[config.mk]
export PLATFORM = sky130hd
export DESIGN_NAME = mem_access_ctrl
export DESIGN_NICKNAME = d
export VERILOG_FILES = /design/src/rtl/mem_access_ctrl.sv
export SDC_FILE = /design/constraint.sdc
export NUM_CORES = 1
export LEC_CHECK = 0
export CORE_UTILIZATION = 35
export DETAILED_ROUTE_END_ITERATION = 10
export GPL_TIMING_DRIVEN = 1
export PLACE_DENSITY_LB_ADDON = 0.15
export RECOVER_POWER = 100
export SLEW_MARGIN = 40
export SYNTH_ARGS = -nofsm -noshare
export SYNTH_HDL_FRONTEND = slang
export SYNTH_SLANG_ARGS = --single-unit
[constraint.sdc]
create_clock -name CLK -period 4 [get_ports CLK]
set_clock_uncertainty 0.2 [all_clocks]
set_input_delay 0.4 -clock CLK [delete_from_list [all_inputs] [get_ports CLK]]
set_output_delay 0.4 -clock CLK [all_outputs]
set_load 0.005 [all_outputs]
[src/rtl/mem_access_ctrl.sv]
// Memory-stage access controller: drives the D-cache request from ex_mem until dhit, returns load/SC results, owns the LL/SC link.
// Latency: hit on first ACCESS cycle -> done two cycles after the request is seen; a failing SC completes one cycle after.
module mem_access_ctrl #(
  parameter int TMO_W   = 8,
  parameter int TMO_MAX = 200
) (
  input  logic        CLK,
  input  logic        nRST,
  input  logic        req_valid,
  input  logic        ren,
  input  logic        wen,
  input  logic        ll,
  input  logic        sc,
  input  logic [31:0] addr,
  input  logic [31:0] store_data,
  input  logic        dhit,
  input  logic [31:0] dload,
  input  logic        snoop_inv,
  input  logic [31:0] snoop_addr,
  output logic        dREN,
  output logic        dWEN,
  output logic [31:0] daddr,
  output logic [31:0] dstore,
  output logic [31:0] load_data,
  output logic        sc_result,
  output logic        mem_busy,
  output logic        done,
  output logic        link_valid,
  output logic [31:0] link_addr,
  output logic        timeout_err
);

  typedef enum logic [1:0] {IDLE, ACCESS, DONE} state_t;

  localparam logic [TMO_W-1:0] TMO_LAST = TMO_W'(TMO_MAX - 1);

  state_t           state;
  logic [TMO_W-1:0] cnt;
  logic             ll_q;
  logic             sc_q;

  logic        acc;
  logic        is_sc;
  logic        is_ll;
  logic        sc_fail;
  logic        ll_complete;
  logic [31:0] snoop_target;
  logic        snoop_hit;

  assign acc     = req_valid & (ren | wen);
  assign is_sc   = sc & wen;
  assign is_ll   = ll & ren & ~wen;
  assign sc_fail = acc & is_sc & ~(link_valid & (addr[31:2] == link_addr[31:2]));

  // A snoop against the word an LL is linking this very cycle must still kill the link.
  assign ll_complete  = (state == ACCESS) & dhit & ll_q;
  assign snoop_target = ll_complete ? daddr : link_addr;
  assign snoop_hit    = snoop_inv & (snoop_addr[31:2] == snoop_target[31:2]);

  assign mem_busy = ((state == IDLE) & acc) | (state == ACCESS);

  always_ff @(posedge CLK) begin
    if (!nRST) begin
      state       <= IDLE;
      cnt         <= '0;
      ll_q        <= 1'b0;
      sc_q        <= 1'b0;
      dREN        <= 1'b0;
      dWEN        <= 1'b0;
      daddr       <= '0;
      dstore      <= '0;
      load_data   <= '0;
      sc_result   <= 1'b0;
      done        <= 1'b0;
      link_valid  <= 1'b0;
      link_addr   <= '0;
      timeout_err <= 1'b0;
    end else begin
      done <= 1'b0;
      case (state)
        IDLE: begin
          if (sc_fail) begin
            state      <= DONE;
            done       <= 1'b1;
            sc_result  <= 1'b0;
            link_valid <= 1'b0;
          end else if (acc) begin
            state  <= ACCESS;
            daddr  <= addr;
            dstore <= store_data;
            dWEN   <= wen;
            dREN   <= ren & ~wen;
            ll_q   <= is_ll;
            sc_q   <= is_sc;
            cnt    <= '0;
          end
        end
        ACCESS: begin
          if (dhit) begin
            state <= DONE;
            done  <= 1'b1;
            dREN  <= 1'b0;
            dWEN  <= 1'b0;
            if (dREN) load_data <= dload;
            if (sc_q) begin
              sc_result  <= 1'b1;
              link_valid <= 1'b0;
            end
            if (ll_q) begin
              link_valid <= 1'b1;
              link_addr  <= daddr;
            end
            if (dWEN && !sc_q && (daddr[31:2] == link_addr[31:2])) link_valid <= 1'b0;
          end else if (cnt == TMO_LAST) begin
            state       <= DONE;
            done        <= 1'b1;
            dREN        <= 1'b0;
            dWEN        <= 1'b0;
            timeout_err <= 1'b1;
            load_data   <= '0;
            sc_result   <= 1'b0;
          end else begin
            cnt <= cnt + 1'b1;
          end
        end
        DONE:    state <= IDLE;
        default: state <= IDLE;
      endcase
      if (snoop_hit) link_valid <= 1'b0;
    end
  end

endmodule
After elaboration in Yosys (flattened, before gate mapping)
Cells that the tools add are included.
W data, S select, Z words.
Storage, ports and cells
  register bits: 146
  output and inout port bits: 135
  input bits: 137
  word-level logic and storage cells: 101
Operators by class
  multiplexer cells: 35
  equality and inequality tests: 16
  $add $sub $neg: 1
  reduce and logical (&&, ||, !) cells: 16
  bitwise operators: 19
Operators with widths (count)
  $mux W32: 4
  $eq A30 B30 Y1: 3
  $mux W8: 4
  $mux W1: 16
  $pmux W8 S2: 1
  $and A1 B1 Y1: 12
  $ne A2 B2 Y1 const B: 6
  $reduce_and A3 Y1: 4
  $reduce_and A4 Y1: 3
  $pmux W1 S2: 5
  $add A8 B1 Y8 const B: 1
  $eq A8 B8 Y1 const B: 1
  $mux W2: 4
  $ne A3 B3 Y1 const B: 2
  $not A1 Y1: 5
  $reduce_and A5 Y1: 1
  $ne A4 B3 Y1 const B: 1
  $pmux W2 S2: 1
  $reduce_bool A2 Y1: 2
  $ne A3 B2 Y1 const B: 1
  $eq A2 B1 Y1 const B: 1
  $logic_and A1 B1 Y1: 2
  $logic_not A2 Y1: 1
  $ne A2 B1 Y1 const B: 1
  4 further kinds: 5

Logic depth before layout (Yosys ltp)
  depth in word-level cells: 7
  gate-level depth with buffers: 9
  gate-level depth less buffers: 7

Worst setup path after synthesis
OpenSTA, ideal clock, no wires.
  path kind: input port to flip-flop
  start point: input dhit
  end point: register link_valid
  arrival: 2037 ps
  cell stages on the path: 8
  path buffers: 2
  setup time: 140 ps
  slack: 1624 ps
  required time: 3660 ps
  path through: buf_4 -> and4b_1 -> buf_6 -> mux2i_1 -> o22ai_1 -> or4_1 -> nor4_1 -> a221oi_1
Between the ends
  word-level cells in the longest chain between the ends: 6
  elaborated cells between the ends (all ways): 8
  classes of those cells: eq/ne: 2; mux: 1; bitwise: 3; reduce/logical: 2
RTL lines
  start: declaration: RTL line 16  | input logic dhit,
  $and A1 B1 Y1 (2 in a row): RTL line 56  | assign ll_complete = (state == ACCESS) & dhit & ll_q;
  $mux W32: RTL line 57  | assign snoop_target = ll_complete ? daddr : link_addr;
  $eq A30 B30 Y1: RTL line 58  | assign snoop_hit = snoop_inv & (snoop_addr[31:2] == snoop_target[31:2]);
  $and A1 B1 Y1: RTL line 58
  $reduce_or A2 Y1 (no line)
  end signal: assignment: RTL line 75  | link_valid <= 1'b0;
  end signal: assignment: RTL line 86  | link_valid <= 1'b0;
  end signal: assignment: RTL line 107  | link_valid <= 1'b0;
  end: declaration: RTL line 28  | output logic link_valid,
Several ways; a longest one is shown, not always the timed one.
A chain may end at the register's enable or synchronous reset.

Worst setup path after layout
Same ends and word-level chain as after synthesis.

==> impl_metrics.json <==
{
  "drt-wirelength-per-cell_um": 18.49,
  "worstMarginPinSlew_ps": 1443,
  "critPathKind": "in -> reg",
  "yosys.area.top_type": "dfxtp_1",
  "synth_seq_area_share_pct": 42.68,
  "netlist_instances": 851,
  "die_h_um": 141.9,
  "grt_max_degree": 79,
  "place_ws_ps": 533.3,
  "globalplace.congestion": 0.9722,
  "cts_root_buf": "clkbuf_16",
  "peakVddDrop_mv": 0.3018,
  "path_clk_slew_ps": 60,
  "grt_first_pass_wirelength_mm": 38.74,
  "ys_top_cells_by_count": "dfxtp_1, a21oi_1, nand3_1, nand2_1, o21ai_0",
  "synth_nets": 989,
  "synth_edf_count": 0,
  "drive_gt1_share_pct": 4.779,
  "end_kind": "register",
  "ioPinCount": 272,
  "antenna_found_initial": 0,
  "hold_depth": 2,
  "synthMostInstantiatedCell": "dfxtp_1",
  "cpPeakStageDelay_ps": 670,
  "fmax_ghz": 0.2870,
  "p_per_area_mw_per_mm2": 374.8,
  "area_growth_pct": 52.29,
  "hpwl_mm": 17.86,
  "synth_area_leaders": "dfxtp_1, a21oi_1, xnor2_1",
  "critical_path.max_fanout": 13,
  "tns_ps": 0,
  "routed_wl_mm": 25.31,
  "maxSlewHeadroom_pct": 3.820,
  "synth_top_family_by_area": "compound AO/OA/AOI/OAI gates",
  "synth_ff_type": "dfxtp_1",
  "synth_compound_area_share_pct": 19.93,
  "syn-cell-area_mm2": 0.006848,
  "slew_viol_final": 0,
  "route.vias.total": 7243,
  "core_area_mm2": 0.01896,
  "postCtsSetupBuffers": 0,
  "synth_top_area_share_pct": 42.68,
  "yosysWarnings": 0,
  "yosys.area_share.adder_pct": 0.1827,
  "cts_tree": "built",
  "grtUsageTotal_pct": 25.16,
  "drtPass1Iterations": 5,
  "cpLargestDelayFamily": "buffers and inverters",
  "cp_cell_sequence": "dlygate4sd3_1 -> and4b_1 -> clkbuf_1 -> clkbuf_1 -> o21ai_0 -> o22ai_1 -> a221oi_1 -> nor4_1 -> a221oi_1",
  "reg2reg_from": "state[0]$_SDFFE_PN0P_",
  "p_leak_uw": 0.003955,
  "port_buffers": 269,
  "synthArstFlopShare_pct": 0,
  "required_ps": 4070,
  "dieArea_mm2": 0.02013,
  "cts_buffer_depth": 2,
  "synth.mux.area_fraction_pct": 2.485,
  "synth.distinct_cells": 49,
  "cp.arrival_ps": 3550,
  "numCtsBuffers": 17,
  "clk_latency_ps": 430,
  "regToRegSetupSlack_ps": 540,
  "min_to": "timeout_err$_SDFFE_PN0P_",
  "min_period_ps": 3484,
  "clock_sinks": 146,
  "fp.dieW_um": 141.9,
  "hold_buffers": 0,
  "slowest_stage": "dlygate4sd3_1",
  "finalCritPeriodShare_pct": 87.11,
  "cap_violations": 0,
  "path_buf_inv": 3,
  "hold_viol": 0,
  "synth-simple-area-share_pct": 19.71,
  "grt-ovfl-total": 0,
  "synth.avg_cell_area_um2": 8.047,
  "ant_nets": 0,
  "drt_iter0_drc": 524,
  "first_global_vias": 6802,
  "drc": 0,
  "post_cts_resized": 0,
  "finalWorstSetupSlack_ps": 515.6,
  "start_util_pct": 36.13,
  "post_drt_via_cell_ratio": 5.291,
  "synth-xor-area-share_pct": 9.848,
  "r2r_cells": 8,
  "final_util_pct": 55.02,
  "start_kind": "primary input",
  "grt_setup_unrepaired": "no",
  "status": "finished clean",
  "synth_seq_cells": 146,
  "cts_max_level": 4,
  "rows": 50,
  "hold_class": "reg -> reg",
  "n_fill_cell": 1806,
  "total_power_uw": 3908,
  "setup_viol": 0,
  "diodes": 0,
  "r2r_end": "link_valid$_SDFFE_PP0P_",
  "holdCritStartpoint": "timeout_err$_SDFFE_PN0P_",
  "finalNetCount": 1234
}
-- how the worst max path moves through the flow --
stage,slack (ps),from,to,cells after the start
floorplan,1620,dhit,link_valid$_SDFFE_PP0P_,8
global placement,550,dhit,link_valid$_SDFFE_PP0P_,7
detailed placement,530,dhit,link_valid$_SDFFE_PP0P_,7
CTS,940,state[0]$_SDFFE_PN0P_,link_valid$_SDFFE_PP0P_,6
global route,380,dhit,link_valid$_SDFFE_PP0P_,9
finish,520,dhit,link_valid$_SDFFE_PP0P_,9
-- cell families after synthesis --
logic type                 Yosys count
and+or+nand+nor                    277
xor gates and xnor gates            77
muxes                               17
adders and majority gates            1
AOI/OAI and AO/OA                  247
DFF                                146
buffers and inverters               86
-- layer usage --
layer / GRT usage (%) / vias up / share of wire (%)
li1: - / 3499 / -
met2: 40.03 / 288 / 47
met1: 32.79 / 3425 / 43
met5: 0 / - / 0
met4: 10.07 / 0 / 2.6
met3: 5.906 / 31 / 7.2
-- placed cells by master, fill, tap and decap left out, drive strengths merged, types with 19 or more instances in the layout --
cell type / instances
a21oi: 124
clkbuf: 31
clkdlybuf4s50: 133
dfxtp: 146
dlygate4sd3: 136
inv: 23
nand2: 79
nand3: 106
nand4: 19
nor2: 30
o21ai: 80
xnor2: 64
-- final cells by class --
type	instances	area, um^2	area share [%]
Timing Repair Buffer	290	2819	27.03
Clock buffer	19	452.9	4.343
Clock inverter	13	230.2	2.208
Tap cell	260	325.3	3.119
Sequential cell	146	2923	28.03
Inverter	22	87.58	0.8398
Multi-Input combinational cell	619	3591	34.43
-- state kept, by name (all words and copies together), names as in the netlist --
name / cells
daddr: 32
link_addr: 32
link_valid: 1
state: 2
dstore: 32
timeout_err: 1
dREN: 1
sc_result: 1
load_data: 32
ll_q: 1
sc_q: 1
cnt: 8
done: 1
dWEN: 1
-- where the power goes --
group	internal [uW]	switching, uW	leakage, uW
registers	1500	50.0	0.00118
clock network	1200	652	0.000326
logic	265	237	0.00245
-- metrics by stage --
| step | hold slack, ps | instance area [um^2] | instances |
|---|---|---|---|
| floorplan | 230.4 | 6848 | 851 |
| global placement | 235.5 | 9787 | 1337 |
| detailed placement | 241.5 | 9787 | 1337 |
| CTS | 254.7 | 10470 | 1369 |
| global route | 279.0 | 10430 | 1369 |
| finish | 245.0 | 10430 | 1369 |
-- tightest hold or removal path, cell delays in order (launching register included) --
cell and delay (ps):
dfxtp_1 310, inv_1 40, a21oi_1 50
No activity file was read; power rests on OpenSTA's default activity.
